### src/rtl/pipe_stage_reg.sv
// Elastic pipeline register with valid/ready handshake, flush and saturating stall counter.
// Define PIPE_STAGE_SKID_EN to add a one-entry skid buffer that registers the ready path.
module pipe_stage_reg #(
   parameter int unsigned DATA_W = 74,
   parameter int unsigned CNT_W  = 16
) (
   input  logic              clk,
   input  logic              rst,
   input  logic              i_flush,
   input  logic              i_in_valid,
   output logic              o_in_ready,
   input  logic [DATA_W-1:0] i_in_data,
   output logic              o_out_valid,
   input  logic              i_out_ready,
   output logic [DATA_W-1:0] o_out_data,
   output logic [CNT_W-1:0]  o_stall_cnt
);

   localparam logic [CNT_W-1:0] CNT_MAX = '1;

   logic              r_out_valid;
   logic [DATA_W-1:0] r_out_data;
   logic [CNT_W-1:0]  r_stall_cnt;
   logic              w_accept;
   logic              w_pop;
   logic              w_stall;

   assign w_accept    = i_in_valid && o_in_ready;
   assign w_pop       = r_out_valid && i_out_ready;
   assign w_stall     = r_out_valid && !i_out_ready;
   assign o_out_valid = r_out_valid;
   assign o_out_data  = r_out_data;
   assign o_stall_cnt = r_stall_cnt;

`ifdef PIPE_STAGE_SKID_EN
   logic              r_skid_valid;
   logic [DATA_W-1:0] r_skid_data;

   // Ready depends only on held state, so out_ready never reaches in_ready.
   assign o_in_ready = !i_flush && !r_skid_valid;

   always_ff @(posedge clk) begin
      if (rst) begin
         r_out_valid  <= 1'b0;
         r_out_data   <= '0;
         r_skid_valid <= 1'b0;
         r_skid_data  <= '0;
      end else if (i_flush) begin
         r_out_valid  <= 1'b0;
         r_skid_valid <= 1'b0;
      end else if (w_pop && r_skid_valid) begin
         r_out_data   <= r_skid_data;
         r_skid_valid <= 1'b0;
      end else if (w_accept && (!r_out_valid || w_pop)) begin
         r_out_data  <= i_in_data;
         r_out_valid <= 1'b1;
      end else if (w_accept) begin
         r_skid_data  <= i_in_data;
         r_skid_valid <= 1'b1;
      end else if (w_pop) begin
         r_out_valid <= 1'b0;
      end
   end
`else
   assign o_in_ready = !i_flush && (!r_out_valid || i_out_ready);

   always_ff @(posedge clk) begin
      if (rst) begin
         r_out_valid <= 1'b0;
         r_out_data  <= '0;
      end else if (i_flush) begin
         r_out_valid <= 1'b0;
      end else if (w_accept) begin
         r_out_data  <= i_in_data;
         r_out_valid <= 1'b1;
      end else if (w_pop) begin
         r_out_valid <= 1'b0;
      end
   end
`endif

   // Stall counter saturates and survives flush.
   always_ff @(posedge clk) begin
      if (rst) begin
         r_stall_cnt <= '0;
      end else if (w_stall && (r_stall_cnt != CNT_MAX)) begin
         r_stall_cnt <= r_stall_cnt + CNT_W'(1);
      end
   end

endmodule

### config.mk
export PLATFORM = sky130hd
export DESIGN_NAME = pipe_stage_reg
export DESIGN_NICKNAME = d
export VERILOG_FILES = /design/src/rtl/pipe_stage_reg.sv
export SDC_FILE = /design/constraint.sdc
export NUM_CORES = 1
export LEC_CHECK = 0
export CORE_MARGIN = 2
export CORE_UTILIZATION = 40
export CTS_CLUSTER_DIAMETER = 150
export DETAILED_ROUTE_END_ITERATION = 12
export HOLD_SLACK_MARGIN = 0.1
export PLACE_DENSITY_LB_ADDON = 0.15
export SETUP_SLACK_MARGIN = 0.5
export SLEW_MARGIN = 20
export SYNTH_ARGS = -nofsm -noshare
export SYNTH_HDL_FRONTEND = slang
export SYNTH_SLANG_ARGS = --single-unit
### constraint.sdc
create_clock -name clk -period 1.95 [get_ports clk]
set_input_delay 0.585 -clock clk [delete_from_list [all_inputs] [get_ports clk]]
set_output_delay 0.585 -clock clk [all_outputs]
set_load 0.01 [all_outputs]
== Word-level counts from Yosys, hierarchy flattened ==
Index checks and enable logic that the tools add are counted.
Widths: inputs -> output; s select.

* Register bits: 91
* Input port bits: 79
* Output and inout port bits: 92

* Add/sub/neg operators: 1
* Equality and inequality tests: 1
* Muxes and demuxes: 2
* Bitwise logic cells: 1
* Reduce and logical (&&, ||, !) cells: 12

{| class="wikitable"
|+ Operators with widths
! operator !! number
|-
| $add 16x1->16 const B || 1
|-
| $ne 16x16->1 const B || 1
|-
| $logic_and 1x1->1 || 5
|-
| $logic_not 1->1 || 3
|-
| $mux 1 || 2
|-
| $reduce_and 2->1 || 1
|-
| $reduce_bool 2->1 || 1
|-
| $reduce_or 2->1 || 1
|-
| $logic_or 1x1->1 || 1
|-
| $not 1->1 || 1
|}

== Logic depth before layout (Yosys ltp) ==
Gate-level depths: netlist of the first run.

* Depth after elaboration: 5
* Mapped depth: 6
* Depth with buffers taken out: 5

== Worst setup path after synthesis of the first run ==
No wires, ideal clock.

* Kind: register -> register
* From: reg r_stall_cnt[0] (netlist: o_stall_cnt[0])
* To: reg r_stall_cnt[15] (netlist: o_stall_cnt[15])
* Setup time: 0.121 ns
* Arrival: 1.749 ns
* Path slack: 0.080 ns
* Cell stages (with the launch flop): 7
* Buffers on the path: 1
* Clock period less this slack: 1.870 ns
* Cell sequence: dfxtp_1 -> ha_1 -> nand4_1 -> nor4_4 -> buf_4 -> nor4_1 -> mux2_2

* Word-level cells in the longest chain between the ends: 2
* Elaborated cells on any way between the ends: 3
* Classes of those cells: 1 x add/sub; 1 x eq/ne; 1 x reduce/logical

{| class="wikitable"
|+ Ends and longest elaborated chain
! what !! line !! source
|-
| start: declaration || 23 || <nowiki>logic [CNT_W-1:0] r_stall_cnt;</nowiki>
|-
| start signal: assignment || 87 || <nowiki>r_stall_cnt <= r_stall_cnt + CNT_W'(1);</nowiki>
|-
| parallel branches: the longest is 2 deep, another holds $add 16x1->16 || n/a ||
|}

Several ways; the timed one is not identified.
A chain may end at the register's enable or synchronous reset.

== Worst setup path after layout of the first run ==
* From: reg r_stall_cnt[1] (netlist: o_stall_cnt[1])
* To: reg r_stall_cnt[15] (netlist: o_stall_cnt[15])

Same word-level chain as after synthesis.

==> results of run 1 <==
## cells in the final DEF (no fill, tap or decap), types with 2 or more instances in the layout
cell type / n
a21oi_1: 26
a21oi_2: 60
buf_12: 6
buf_16: 5
buf_2: 78
buf_4: 39
buf_6: 38
bufinv_16: 2
clkbuf_16: 7
clkbuf_8: 9
clkdlybuf4s50_1: 74
clkinv_2: 2
dfxtp_1: 33
dfxtp_2: 44
dfxtp_4: 14
inv_1: 2
mux2_2: 2
nand2_1: 95
nand2_2: 10
nand2_4: 47
nand3_1: 4
nand3b_1: 2
nand4_1: 6
nor2_1: 5
nor2b_1: 2
nor3_1: 2
nor4_4: 3
o21ai_0: 4
o31ai_1: 7
or3_4: 2
or4_1: 5
or4_4: 4
## repair_timing
action	4_1_cts	5_1_grt
setup endpoints to repair	182	112
resized for setup	450	211
pin swaps	13	106
setup buffers	33	18
cloned	6	9
## per-layer routing
layer	part of all wire [%]	vias to the layer above	GRT usage [%]
met5	0	-	0
li1	-	1902	-
met2	52	191	43.47
met4	2.5	0	7.381
met1	38	2008	28.90
met3	8.1	29	6.891
## metrics by stage
| step | worst slack, ns | cell area, sq um | utilization [%] | cells |
|---|---|---|---|---|
| 2_1_floorplan | 0.3453 | 3513 | - | 423 |
| 3_3_place_gp | -0.4139 | 5333 | 64.90 | 684 |
| 3_5_place_dp | -0.4431 | 5333 | 64.90 | 684 |
| 4_1_cts | 0.2817 | 5665 | 68.95 | 738 |
| 5_1_grt | 0.1648 | 6784 | 82.56 | 765 |
| 6_report | 0.2039 | 6784 | 82.56 | 765 |
## cell type report
class	instances	area, sq um	share of cell area (%)
Timing Repair Buffer	250	2313	34.10
Multi-Input combinational cell	302	2196	32.37
Sequential cell	91	1929	28.44
Tap cell	105	131.4	1.937
Clock buffer	10	127.6	1.881
Clock inverter	5	78.83	1.162
Inverter	2	7.507	0.1107
## power groups by stage
stage                     Clock (mW)  Combinational [mW]  Sequential [mW]
after detailed placement           0               0.548             2.00
after floorplan                    0               0.163             2.04
after CTS                       1.39               0.559             1.95
after global routing            1.47               0.810             1.96
final                           1.38               0.766             1.96
after global placement             0               0.543             2.00
## how the worst min path moves through the flow
| stage | start | end | slack [ns] | cells after the start |
|---|---|---|---|---|
| detailed placement | o_out_data[10]$_SDFFE_PP0P_ | o_out_data[10]$_SDFFE_PP0P_ | 0.45 | 2 |
| global placement | o_out_data[63]$_SDFFE_PP0P_ | o_out_data[63]$_SDFFE_PP0P_ | 0.44 | 2 |
| finish | o_out_data[69]$_SDFFE_PP0P_ | o_out_data[69]$_SDFFE_PP0P_ | 0.45 | 2 |
| CTS | o_out_data[4]$_SDFFE_PP0P_ | o_out_data[4]$_SDFFE_PP0P_ | 0.45 | 2 |
| global route | o_out_data[28]$_SDFFE_PP0P_ | o_out_data[28]$_SDFFE_PP0P_ | 0.47 | 2 |
| floorplan | o_out_data[0]$_SDFFE_PP0P_ | o_out_data[0]$_SDFFE_PP0P_ | 0.48 | 2 |
## worst max-delay path: cells and delay by family (launching register included)
| kind | cells | cell delay (ns) |
|---|---|---|
| simple gates | 3 | 0.88 |
| mux | 1 | 0.37 |
| flops | 1 | 0.39 |
## state kept, by name (all words and copies together) (netlist names)
name         cells
o_stall_cnt     16
o_out_data      74
o_out_valid      1
## logic make-up (layout without fill, tap and decap cells)
kind of cell | after synthesis | count (layout) | share of synthesized area [%]
AOI/OAI and AO/OA | 99 | 99 | 15.35
xor gates and xnor gates | 1 | 1 | 0.2589
adders and majority gates | 1 | 1 | 0.3698
buffers and inverters | 30 | 267 | 3.440
DFF | 91 | 91 | 53.85
muxes | 2 | 2 | 0.6656
and+or+nand+nor | 199 | 199 | 26.07
==> results_dict.tcl, run 1 <==
set metrics [dict create \
    cts_buffers 9 \
    synth_edf_count 0 \
    pwr-share-clk_pct 33.7 \
    p_leak_nw 2.987 \
    ir_drop_v 0.0005133 \
    dp_hpwl_mm 6.816 \
    reg2reg_slack_ns 0.20 \
    ys_seq_elements 91 \
    ys_warn_count 0 \
    timing.rr.end "o_stall_cnt[15]$_SDFFE_PP0P_" \
    synth.most_common_cell "nand2_1" \
    grt_max_degree 66 \
    p_total_mw 4.106 \
    die_width_microns 95.97 \
    fin_crit_ns 1.746 \
    slowest_delay_ns 0.58 \
    setup-tns-final_ns 0 \
    drcViolationCount 0 \
    slowest_stage "or4_4" \
    crit_type "flip-flop to flip-flop" \
    ys.flop_type "dfxtp_1" \
    cp-startpoint "o_stall_cnt[1]$_SDFFE_PP0P_" \
    grt_pass1_wl_mm 17.68 \
    synth_top_area_share_pct 53.85 \
    vias_per_cell 5.399 \
    synthCells 423 \
    cap_violations 0 \
    worstMarginPinSlew_ns 0.4347 \
    grt_use_total_pct 24.59 \
    syn_area_per_cell_sq_um 7.998 \
    die_area_sq_um 9209 \
    switching_share_pct 26.31 \
    cts_tree "yes" \
    grt_pass1_vias 3701 \
    grt-ovfl-total 0 \
    wire_per_inst_microns 18.72 \
    gp_congestion 0.7637 \
    routed_wl_mm 14.32 \
    syn_nets 503 \
    critPathMaxFanout 5 \
    place.port_buffers 170 \
    num_vias 4130 \
    ctsHoldBuffers 0 \
    crit_path_end "o_stall_cnt[15]$_SDFFE_PP0P_" \
    clock-root-buffer "clkbuf_8" \
    syn_area_sq_um 3383 \
    synth.distinct_cells 30 \
    path_cells "nand4_1, or4_4, nor4_4, mux2_2" \
    clock-sinks 91 \
    whs_ns 0.4534 \
    grt_setup_unrepaired "true" \
    status "finished, final reports clean" \
    core_sq_um 8217 \
    power_switching_mw 1.080 \
    ant_nets 0 \
    slew_viol_final 0 \
    ctsHtreeMaxLevel 3 \
    ys_seq_area_share_pct 53.85 \
    start_util_pct 41.18 \
    fillers 482 \
    internal_power_mw 3.026 \
    fin_nets 736 \
    end_kind "flip-flop" \
    clk_pin_slew_ns 0.09 \
    hp-class "flip-flop to flip-flop" \
    seq_power_share_pct 47.6 \
    period_share_pct 89.54 \
    rows 33 \
    synthTopCellsByArea "dfxtp_1, nand2_1, a21oi_1, clkbuf_1, o31ai_1" \
    slew_headroom_pct 71.02 \
    cts_buffer_depth 2 \
    drive_above_1_share_pct 58.79 \
    setup_viol 0 \
    skew_ns 0.007477 \
    fmax_mhz 572.7 \
    synth-async-reset-ratio_pct 0 \
    worstPathRequired_ns 2.20 \
    rr_startpoint "o_stall_cnt[1]$_SDFFE_PP0P_" \
    drtPass1Iterations 4 \
    reg2regPathDepth 4 \
    antenna_found_initial 0 \
    powerDensity_nw_per_um2 605.2 \
    antenna_cells 0 \
    synth_area_leader_cell "dfxtp_1" \
    drt_iter0_markers 155 \
    cp-start-kind "flip-flop" \
    power_frac_comb_pct 18.6 \
    die_h_microns 95.97 \
    synth_common_cells "nand2_1, dfxtp_1, a21oi_1, clkbuf_1" \
    synthToLayoutAreaGrowth_pct 100.5 \
    num_io_pins 171 \
    finalHoldViolCount 0 \
    clk_latency_ns 0.36 \
    arrival_ns 2.00 \
]
Note: power is estimated with default switching activity, not from simulation.
==> inputs of run 2 (changes only) <==
CTS_CLUSTER_SIZE = 25   (was unset)
==> results of run 2 <==
The final DEF is identical to that of run 1; final timing and power are the same.
